--- src/rtl/pipe_pkg.sv ---
// Shared definitions for the pipeline stage register: stage occupancy encoding
// and the default performance-counter width.
package pipe_pkg;

    typedef logic [1:0] pipe_state_t;

    localparam pipe_state_t ST_EMPTY = 2'b00;
    localparam pipe_state_t ST_ONE   = 2'b01;
    localparam pipe_state_t ST_TWO   = 2'b10;
    // 2'b11 is never entered; the next-state logic folds it back to ST_EMPTY.

    localparam int PIPE_CNT_W = 16;

    function automatic logic state_valid(input pipe_state_t st);
        return (st == ST_ONE) || (st == ST_TWO);
    endfunction

endpackage

--- src/rtl/pipe_sat_cnt.sv ---
// Width-parametrised up-counter with increment enable that sticks at all-ones.
module pipe_sat_cnt #(
    parameter int W = 16
) (
    input  logic         clk,
    input  logic         rst_n,
    input  logic         inc,
    output logic [W-1:0] cnt
);

    always_ff @(posedge clk or negedge rst_n) begin
        if (!rst_n) begin
            cnt <= '0;
        end else if (inc && (cnt != '1)) begin
            cnt <= cnt + 1'b1;
        end
    end

endmodule

--- src/rtl/pipe_stage_reg.sv ---
// Generic pipeline stage register: valid/ready handshake, 2-entry skid, stall, flush.
// Define PIPE_STAGE_PERF_EN to add the stall/flush saturating performance counters.
module pipe_stage_reg
    import pipe_pkg::*;
#(
    parameter int                DATA_W     = 64,
    parameter logic [DATA_W-1:0] BUBBLE_VAL = '0,
    parameter int                CNT_W      = PIPE_CNT_W
) (
    input  logic              clk_i,
    input  logic              start_i,
    input  logic              valid_i,
    output logic              ready_o,
    input  logic [DATA_W-1:0] data_i,
    input  logic              flush_i,
    input  logic              stall_i,
    output logic              valid_o,
    input  logic              ready_i,
    output logic [DATA_W-1:0] data_o
`ifdef PIPE_STAGE_PERF_EN
    ,
    output logic [CNT_W-1:0]  stall_cnt_o,
    output logic [CNT_W-1:0]  flush_cnt_o
`endif
);

    if (DATA_W < 1) begin : g_bad_data_w
        $error("pipe_stage_reg: DATA_W must be at least 1");
    end
    if (CNT_W < 1) begin : g_bad_cnt_w
        $error("pipe_stage_reg: CNT_W must be at least 1");
    end

    pipe_state_t       st, st_n;
    logic [DATA_W-1:0] main_q, main_n;
    logic [DATA_W-1:0] skid_q, skid_n;
    logic              accept, take;

    // Handshake outputs decode straight from registered state, so ready_o
    // never sees ready_i/stall_i/flush_i combinationally.
    assign valid_o = state_valid(st);
    assign ready_o = (st != ST_TWO);
    assign data_o  = main_q;

    assign accept = valid_i & ready_o;
    assign take   = valid_o & ready_i & ~stall_i;

    always_comb begin
        st_n   = st;
        main_n = main_q;
        skid_n = skid_q;
        case (st)
            ST_EMPTY: begin
                if (accept) begin
                    st_n   = ST_ONE;
                    main_n = data_i;
                end
            end
            ST_ONE: begin
                if (accept && take) begin
                    main_n = data_i;
                end else if (accept) begin
                    st_n   = ST_TWO;
                    skid_n = data_i;
                end else if (take) begin
                    st_n   = ST_EMPTY;
                    main_n = BUBBLE_VAL;
                end
            end
            ST_TWO: begin
                if (take) begin
                    st_n   = ST_ONE;
                    main_n = skid_q;
                    skid_n = BUBBLE_VAL;
                end
            end
            default: begin
                st_n   = ST_EMPTY;
                main_n = BUBBLE_VAL;
                skid_n = BUBBLE_VAL;
            end
        endcase
        // Flush drops every held beat and any beat offered this cycle.
        if (flush_i) begin
            st_n   = ST_EMPTY;
            main_n = BUBBLE_VAL;
            skid_n = BUBBLE_VAL;
        end
    end

    always_ff @(posedge clk_i or negedge start_i) begin
        if (!start_i) begin
            st     <= ST_EMPTY;
            main_q <= BUBBLE_VAL;
            skid_q <= BUBBLE_VAL;
        end else begin
            st     <= st_n;
            main_q <= main_n;
            skid_q <= skid_n;
        end
    end

`ifdef PIPE_STAGE_PERF_EN
    pipe_sat_cnt #(.W(CNT_W)) u_stall_cnt (
        .clk   (clk_i),
        .rst_n (start_i),
        .inc   (valid_o & ~take),
        .cnt   (stall_cnt_o)
    );

    pipe_sat_cnt #(.W(CNT_W)) u_flush_cnt (
        .clk   (clk_i),
        .rst_n (start_i),
        .inc   (flush_i),
        .cnt   (flush_cnt_o)
    );
`endif

endmodule
--- config.mk ---
export PLATFORM = sky130hd
export DESIGN_NAME = pipe_stage_reg
export DESIGN_NICKNAME = d
export VERILOG_FILES = /design/src/rtl/pipe_pkg.sv /design/src/rtl/pipe_sat_cnt.sv /design/src/rtl/pipe_stage_reg.sv
export SDC_FILE = /design/constraint.sdc
export NUM_CORES = 1
export LEC_CHECK = 0
export BUFFER_PORTS_ARGS = -buffer_cell sky130_fd_sc_hd__buf_2
export CAP_MARGIN = 20
export CORE_AREA = 2 2 170 172
export DETAILED_ROUTE_END_ITERATION = 6
export DIE_AREA = 0 0 172 174
export SYNTH_ARGS = -nofsm -noshare
export SYNTH_HDL_FRONTEND = slang
export SYNTH_HIERARCHICAL = 1
export SYNTH_SLANG_ARGS = --single-unit
--- constraint.sdc ---
create_clock -name clk_i -period 2.2 [get_ports clk_i]
set_input_delay 0.11 -clock clk_i [delete_from_list [all_inputs] [get_ports clk_i]]
set_output_delay 0.11 -clock clk_i [all_outputs]
set_load 0.02 [all_outputs]
* After elaboration in Yosys (flattened, before gate mapping)
Index checks and enable logic that the tools add are counted.
** Cells by class
- Bitwise gates (word level) :: 4
- Muxes and demuxes :: 17
- Reductions and logical operators :: 6
- Equality and inequality tests :: 11
** Operators by type and width (count)
- 64-bit 2-to-1 mux :: 8
- 64-bit one-hot mux with 3 select lines :: 2
- 2-bit 2-to-1 mux :: 6
- 3-bit inequality test, second input constant :: 4
- 4-bit AND reduction :: 3
- 4-bit by 3-bit inequality test with 1-bit output, second input constant :: 2
- 2-bit one-hot mux with 3 select lines :: 1
- 2-bit inequality test, second input constant :: 2
- 4-bit inequality test, second input constant :: 1
- 1-bit bitwise AND :: 3
- 2-bit by 1-bit equality test with 1-bit output, second input constant :: 1
- 2-bit equality test, second input constant :: 1
- 2-bit logical NOT :: 1
- 1-bit logical AND :: 1
- 1-bit logical OR :: 1
- 1-bit NOT :: 1
** Storage, ports and cells
- Register bits after elaboration :: 130
- Bits of input ports :: 70
- Output and inout bits :: 66

* Longest topological paths before layout
Gate-level depths: netlist (run 1).
- Depth in word-level cells :: 9
- Gate-level depth with buffers :: 9
- Depth with buffers taken out :: 6

* Least setup slack after synthesis (run 1)
OpenSTA, ideal clock, no wires.
- Kind :: reg2reg
- From :: register st[0]
- To :: register main_q[0], in the netlist data_o[0]
- Setup time :: 0.125 ns
- Cell stages (with the launch flop) :: 8
- Clock period less this slack :: 1.979 ns
- Data required time :: 2.075 ns
- Path buffers :: 1
- Data arrival time :: 1.854 ns
- Path slack :: 0.221 ns
- Cells stage by stage :: dfrtp_1 -> inv_1 -> ha_1 -> nand3b_4 -> a32oi_4 -> nand2_4 -> buf_6 -> o2bb2ai_1
** On the way
- Cells in the longest elaborated chain, start to end :: 8
- Elaborated cells on any way between the ends :: 17
** RTL lines
- from (decl) :: RTL line pipe_stage_reg.sv:34 : pipe_state_t st, st_n;
- from (signal assigned) :: RTL line pipe_stage_reg.sv:97 : st <= st_n;
- 2-bit by 1-bit equality test with 1-bit output / 2-bit equality test (equally long branches) :: RTL line pipe_pkg.sv:15 : return (st == ST_ONE) || (st == ST_TWO);
- 1-bit logical OR (*) :: RTL line pipe_pkg.sv:15
- named net valid_o :: RTL line pipe_stage_reg.sv:17 : output logic valid_o,
- 1-bit bitwise AND (*) (2 in a row) :: RTL line pipe_stage_reg.sv:46 : assign take = valid_o & ready_i & ~stall_i;
- 1-bit logical AND :: RTL line pipe_stage_reg.sv:60 : if (accept && take) begin
- 64-bit 2-to-1 mux :: RTL line pipe_stage_reg.sv:60
- 64-bit one-hot mux with 3 select lines :: RTL line pipe_stage_reg.sv:52 : case (st)
- 64-bit 2-to-1 mux :: RTL line pipe_stage_reg.sv:84 : if (flush_i) begin
- to (signal assigned) :: RTL line pipe_stage_reg.sv:98 : main_q <= main_n;
- to (decl) :: RTL line pipe_stage_reg.sv:35 : logic [DATA_W-1:0] main_q, main_n;
The timed path passes the listed nets; every way through them passes the cells marked *.
A chain may end at the register's enable or synchronous reset.

* Worst setup path in the final report (run 1)
- From :: register st[0]
- To :: register skid_q[0]
** On the way
- Cells in the longest elaborated chain, start to end :: 7
- Elaborated cells on any way between the ends :: 16
** RTL lines
- 2-bit by 1-bit equality test with 1-bit output / 2-bit equality test (equally long branches) :: RTL line pipe_pkg.sv:15, pipe_stage_reg.sv:52
- 1-bit logical OR :: RTL line pipe_pkg.sv:15
- 1-bit bitwise AND (2 in a row) :: RTL line pipe_stage_reg.sv:46
- 1-bit logical AND :: RTL line pipe_stage_reg.sv:60
- 3-bit inequality test (no line)
- 4-bit AND reduction (no line)
- to (signal assigned) :: RTL line pipe_stage_reg.sv:99 : skid_q <= skid_n;
- to (decl) :: RTL line pipe_stage_reg.sv:36 : logic [DATA_W-1:0] skid_q, skid_n;
Several ways; a longest one is shown, not always the timed one.

==> flow_summary.json, run 1 <==
{
  "syn_inst": 626,
  "async_flop_share_pct": 100,
  "hold_violations": 0,
  "die_w_um": 172,
  "die_h_um": 174,
  "synth_most_common_cell": "dfrtp_1",
  "clock_skew_ns": 0.0121,
  "worstPathRequired_ns": 2.52,
  "htree_num_levels": 4,
  "synth_commonest_cells": "dfrtp_1 (130), a21oi_1 (128), nand4_1 (64), a22o_1 (63), o21ai_1 (62)",
  "cts_tree": "done",
  "die_area_um2": 29900,
  "whs_ns": 0.110,
  "synth_warnings": 6,
  "max_slew_margin_pct": 63.5,
  "syn_area_um2": 6910,
  "ys_types": 37,
  "end_kind": "register",
  "power_density_nw_per_um2": 1270,
  "drive_gt1_share_pct": 33.0,
  "grtUsageTotal_pct": 14.7,
  "nNetsFinal": 874,
  "worstPathArrival_ns": 2.35,
  "routedWlPerCell_um": 18.2,
  "rsz0062_at_grt": "false",
  "start_util_pct": 24.5,
  "synth_top_area_share_pct": 47.1,
  "worst_r2r_path_depth": 7,
  "pre_cts_ws_ns": 0.168,
  "dp_cells": 1099,
  "rows": 62,
  "crit_fanout": 33,
  "cts_buffers": 17,
  "drc": 0,
  "crit_cells": 7,
  "clk_latency_ns": 0.41,
  "ys_seq_area_share_pct": 47.1,
  "numPortBuffers": 135,
  "synth-edff-count": 0,
  "cts.path.max_buffers": 2,
  "fin_tns_setup_ns": 0,
  "hpwl_um": 13000,
  "worstPathCellList": "inv_1 -> ha_4 -> nor4bb_4 -> o21a_2 -> buf_12 -> o21ai_0 -> a21oi_1",
  "first_iter_violations": 444,
  "antenna_found_initial": 1,
  "ff2ff_setup_slack_ns": 0.17,
  "fmaxAchievable_mhz": 493,
  "slew_viol_final": 0,
  "status": "finished, final reports clean",
  "worst_pin_slew_ns": 0.548,
  "ys_ff_latch": 130,
  "setup_violations": 0,
  "drt-total-wl_um": 21800,
  "finalCritPeriodShare_pct": 92.2,
  "crit_slowest_cell": "dfrtp_1",
  "r2r-end": "skid_q[0]$_DFFE_PN0P_",
  "p_leak_nw": 4.03,
  "use_met3_pct": 3.16,
  "grt_first_pass_wirelength_um": 34600,
  "slowest_delay_ns": 0.40,
  "clkSinkCount": 130,
  "crit_type": "register to register",
  "cts.clk_slew.worst_paths_ns": 0.06,
  "cts-root-buf": "clkbuf_16",
  "ant_nets": 0,
  "critPathLaunchType": "register",
  "use_met2_pct": 24.7,
  "synth_area_leaders": "dfrtp_1 (47%), o2bb2ai_2 (13%), a21oi_1 (9.3%)",
  "fin_cells": 1196,
  "synth_top_area_cell": "dfrtp_1",
  "grt_pass1_vias": 6164,
  "grt.overflow.total": 0,
  "gp_congestion": 0.717,
  "fin_crit_ns": 2.03,
  "cp.buffers_inverters": 2,
  "antennaDiodeCount": 0,
  "reg2reg_from": "st[0]$_DFFE_PN0P_",
  "busiest_layer": "met2",
  "crit_path_end": "skid_q[0]$_DFFE_PN0P_",
  "syn_nets": 701,
  "ys.flop_type": "dfrtp_1",
  "critical_path.startpoint": "st[0]$_DFFE_PN0P_",
  "vias_per_cell": 4.99,
  "grt_max_degree": 65,
  "fillers": 2924,
  "drv_cap": 0,
  "vias": 5974,
  "ios": 136,
  "area_growth_pct": 34.1,
  "ir_drop_v": 0.000731,
  "fin_ws_ns": 0.171,
  "synth.avg_cell_area_um2": 11.0,
  "core_area_um2": 28200,
  "crit_family": "compound AO/OA/AOI/OAI gates",
  "final_core_util_pct": 32.8,
  "grtUsageMet1_pct": 19.4,
  "first_pass_iters": 5,
  "hold_class": "input port to register"
}
[per-layer routing]
| layer | routed length, um | vias to the layer above |
|---|---|---|
| met3 | 820 | 17 |
| met2 | 10800 | 162 |
| met4 | 195 | 2 |
| li1 | - | 2809 |
| met1 | 10000 | 2984 |
| met5 | 7 | - |
[cell usage in the layout (no fill, tap or decap), types with 5 or more instances in the layout]
cell type,n
buf_4,18
dfrtp_1,130
inv_1,6
dlygate4sd3_1,65
o21ai_0,5
a22o_1,63
nand4_1,64
buf_12,8
a21oi_1,128
buf_2,134
o2bb2ai_2,60
o21ai_1,62
clkbuf_16,18
[timing repair]
item,CTS,global route
buffers inserted,0,0
hold endpoints to repair,202,0
gates resized for setup,0,1
hold buffers,65,0
endpoints found under the setup margin,0,3
[area by class of cell]
class / count / area (um2) / share of cell area, %
multi-input combinational: 417 / 3220 / 34.8
clock inverter: 11 / 151 / 1.63
clock buffer: 21 / 480 / 5.19
inverter: 6 / 22.5 / 0.243
tap: 384 / 480 / 5.19
timing repair buffer: 227 / 1650 / 17.8
sequential: 130 / 3250 / 35.1
[registers in the layout (all words and copies together), names as in the netlist]
name / flops
data_o: 64
skid_q: 64
st: 2
[how the worst min path moves through the flow]
| stage | startpoint | end | slack [ns] | cells after the start |
|---|---|---|---|---|
| floorplan | start_i | data_o[0]$_DFFE_PN0P_ | -0.19 | 0 |
| global route | flush_i | skid_q[16]$_DFFE_PN0P_ | 0.1 | 2 |
| global placement | start_i | skid_q[58]$_DFFE_PN0P_ | 0.001 | 1 |
| detailed placement | start_i | skid_q[58]$_DFFE_PN0P_ | 0.003 | 1 |
| CTS | flush_i | skid_q[24]$_DFFE_PN0P_ | 0.08 | 2 |
| finish | flush_i | skid_q[25]$_DFFE_PN0P_ | 0.11 | 2 |
[where the power goes]
group          total (W)  internal, W  switching (W)
Sequential       0.00343      0.00300       0.000429
Combinational    0.00533      0.00184        0.00349
Clock            0.00302      0.00191        0.00111
[stage by stage]
stage | power (W) | cell area (um2)
finish | 0.0118 | 9260
CTS | 0.0119 | 9260
global placement | 0.00871 | 7970
global route | 0.0125 | 9260
detailed placement | 0.00874 | 7970
floorplan | 0.00709 | 6910
[cells by family after synthesis]
group,Yosys count,share of synthesized area (%)
AOI/OAI and AO/OA,333,37.3
adders and majority gates,5,0.906
buffers and inverters,79,6.70
DFF,130,47.1
and+or+nand+nor,79,8.01
(Power assumes the default switching activity.)
==> run 2: changes to the inputs <==
--- a/config.mk
+++ b/config.mk
@@ -5,11 +5,13 @@
 export SDC_FILE = /design/constraint.sdc
 export NUM_CORES = 1
 export LEC_CHECK = 0
+export ABC_CLOCK_PERIOD_IN_PS = 2200
 export BUFFER_PORTS_ARGS = -buffer_cell sky130_fd_sc_hd__buf_2
 export CAP_MARGIN = 20
 export CORE_AREA = 2 2 170 172
 export DETAILED_ROUTE_END_ITERATION = 6
 export DIE_AREA = 0 0 172 174
+export RECOVER_POWER = 100
 export SYNTH_ARGS = -nofsm -noshare
 export SYNTH_HDL_FRONTEND = slang
 export SYNTH_HIERARCHICAL = 1
==> run 2 against run 1 <==
Non-clock buffer count is the same. Sequential cell count is the same. Via count increased by 0.59%. Clock-buffer cell count unchanged. First-iteration DRC count decreased by 9.7%. Global-route usage is the same. Clock skew shrank 0.0017 ns. Critical path type unchanged. Largest cell class unchanged. Highest routed layer unchanged.
==> flow_summary.json, run 2 (synthesized netlist as in run 1, its figures left out) <==
{
  "cts.clk_slew.worst_paths_ns": 0.06,
  "cts.path.max_buffers": 2,
  "grtUsageTotal_pct": 14.7,
  "core_area_um2": 28200,
  "hold_violations": 0,
  "rsz0062_at_grt": "false",
  "clock_skew_ns": 0.0104,
  "start_util_pct": 24.5,
  "min-delay-start": "flush_i",
  "first_iter_violations": 401,
  "antennaDiodeCount": 0,
  "critPathLaunchType": "register",
  "p_leak_nw": 3.75,
  "clkSinkCount": 130,
  "fmaxAchievable_mhz": 485,
  "grt_pass1_vias": 6164,
  "antenna_found_initial": 1,
  "worstPathArrival_ns": 2.38,
  "vias_per_cell": 5.02,
  "drv_cap": 0,
  "reg2reg_from": "st[0]$_DFFE_PN0P_",
  "gp_congestion": 0.717,
  "whs_ns": 0.109,
  "mostFrequentLayoutCells": "dfrtp_1 (130), a21oi_1 (128), buf_2 (70)",
  "drt-total-wl_um": 21800,
  "vias": 6009,
  "ff2ff_setup_slack_ns": 0.14,
  "htree_num_levels": 4,
  "clk_latency_ns": 0.41,
  "crit_type": "register to register",
  "drc": 0,
  "status": "finished, final reports clean",
  "max_slew_margin_pct": 8.59,
  "cts_tree": "done",
  "grt_max_degree": 65,
  "routedWlPerCell_um": 18.2,
  "die_area_um2": 29900,
  "cts_buffers": 17,
  "nNetsFinal": 874,
  "worstPathRequired_ns": 2.52,
  "crit_fanout": 33,
  "area_growth_pct": 32.3,
  "mostFrequentLayoutCell": "dfrtp_1",
  "die_h_um": 174,
  "numPortBuffers": 135,
  "hpwl_um": 13000,
  "min_delay_worst_endpoint": "skid_q[25]$_DFFE_PN0P_",
  "rows": 62,
  "cts-root-buf": "clkbuf_16",
  "fillers": 2964,
  "hold_class": "input port to register",
  "power_density_nw_per_um2": 1270,
  "setup_violations": 0,
  "end_kind": "register",
  "grt.overflow.total": 0,
  "die_w_um": 172,
  "finalCritPeriodShare_pct": 93.7,
  "min_path_cells": 2,
  "postCtsSetupRepairBufs": 0,
  "fin_crit_ns": 2.06,
  "slew_viol_final": 0,
  "worst_pin_slew_ns": 1.37,
  "first_pass_iters": 5,
  "drive_gt1_share_pct": 24.5,
  "r2r-end": "skid_q[41]$_DFFE_PN0P_",
  "ios": 136,
  "worst_r2r_path_depth": 7,
  "fin_tns_setup_ns": 0,
  "grt_first_pass_wirelength_um": 34600,
  "ant_nets": 0,
  "ir_drop_v": 0.000714
}
==> run 2: changes by cell type in the layout (fill, tap and decap cells not counted), sizes merged <==
cell | before | now
clkbuf | 22 | 90
buf | 161 | 93
==> run 2: metrics by stage <==
step / setup slack, ns / utilization [%] / power, W / area [um2] / std cells
after CTS: 0.134 / 32.8 / 0.0119 / 9260 / 1196
after detailed placement: 0.168 / 28.2 / 0.00874 / 7970 / 1099
after global routing: 0.0129 / 32.4 / 0.0123 / 9140 / 1196
after floorplan: 0.221 / - / 0.00709 / 6910 / 626
final: 0.139 / 32.4 / 0.0116 / 9140 / 1196
after global placement: 0.224 / 28.2 / 0.00871 / 7970 / 1099
==> run 2: area by class of cell <==
type	instances	area, um2	share of cell area [%]
Clock buffer	21	480	5.26
Inverter	6	22.5	0.247
Sequential cell	130	3250	35.6
Tap cell	384	480	5.26
Timing Repair Buffer	227	1540	16.8
Clock inverter	11	151	1.66
Multi-Input combinational cell	417	3210	35.1
==> run 2: critical path, stage by stage, from the launching register on <==
cell,delay (ns)
dfrtp_1,0.40
inv_1,0.12
ha_4,0.31
nor4bb_2,0.35
o21a_2,0.30
buf_12,0.23
o21ai_0,0.12
a21oi_1,0.13
==> run 2: how the worst max path moves through the flow <==
stage | startpoint | end | slack (ns)
after floorplan | st[0]$_DFFE_PN0P_ | data_o[0]$_DFFE_PN0P_ | 0.22
after global placement | st[0]$_DFFE_PN0P_ | skid_q[0]$_DFFE_PN0P_ | 0.22
after detailed placement | st[0]$_DFFE_PN0P_ | data_o[57]$_DFFE_PN0P_ | 0.17
after CTS | st[0]$_DFFE_PN0P_ | data_o[57]$_DFFE_PN0P_ | 0.13
after global routing | st[0]$_DFFE_PN0P_ | skid_q[57]$_DFFE_PN0P_ | 0.01
final | st[0]$_DFFE_PN0P_ | skid_q[41]$_DFFE_PN0P_ | 0.14
==> run 2: what timing repair did <==
item                                    4_1_cts  5_1_grt
gates resized for setup                       0        1
hold endpoints to repair                    202        0
endpoints found under the setup margin        0        3
hold buffers                                 65        0
==> run 2: where the power goes <==
group          internal, W  switching [W]  leakage [nW]  total [W]
sequential         0.00300       0.000437          1.77    0.00344
clock              0.00191        0.00111         0.298    0.00302
combinational      0.00169        0.00348          1.68    0.00517
total              0.00660        0.00502          3.75     0.0116
==> run 2: per-layer routing <==
layer / share of wire (%) / up-vias / global-route usage, %
li1: - / 2805 / -
met1: 45 / 3005 / 19.4
met2: 50 / 184 / 24.7
met3: 4.2 / 13 / 3.16
met4: 0.76 / 2 / 3.29
met5: 0.032 / - / 0
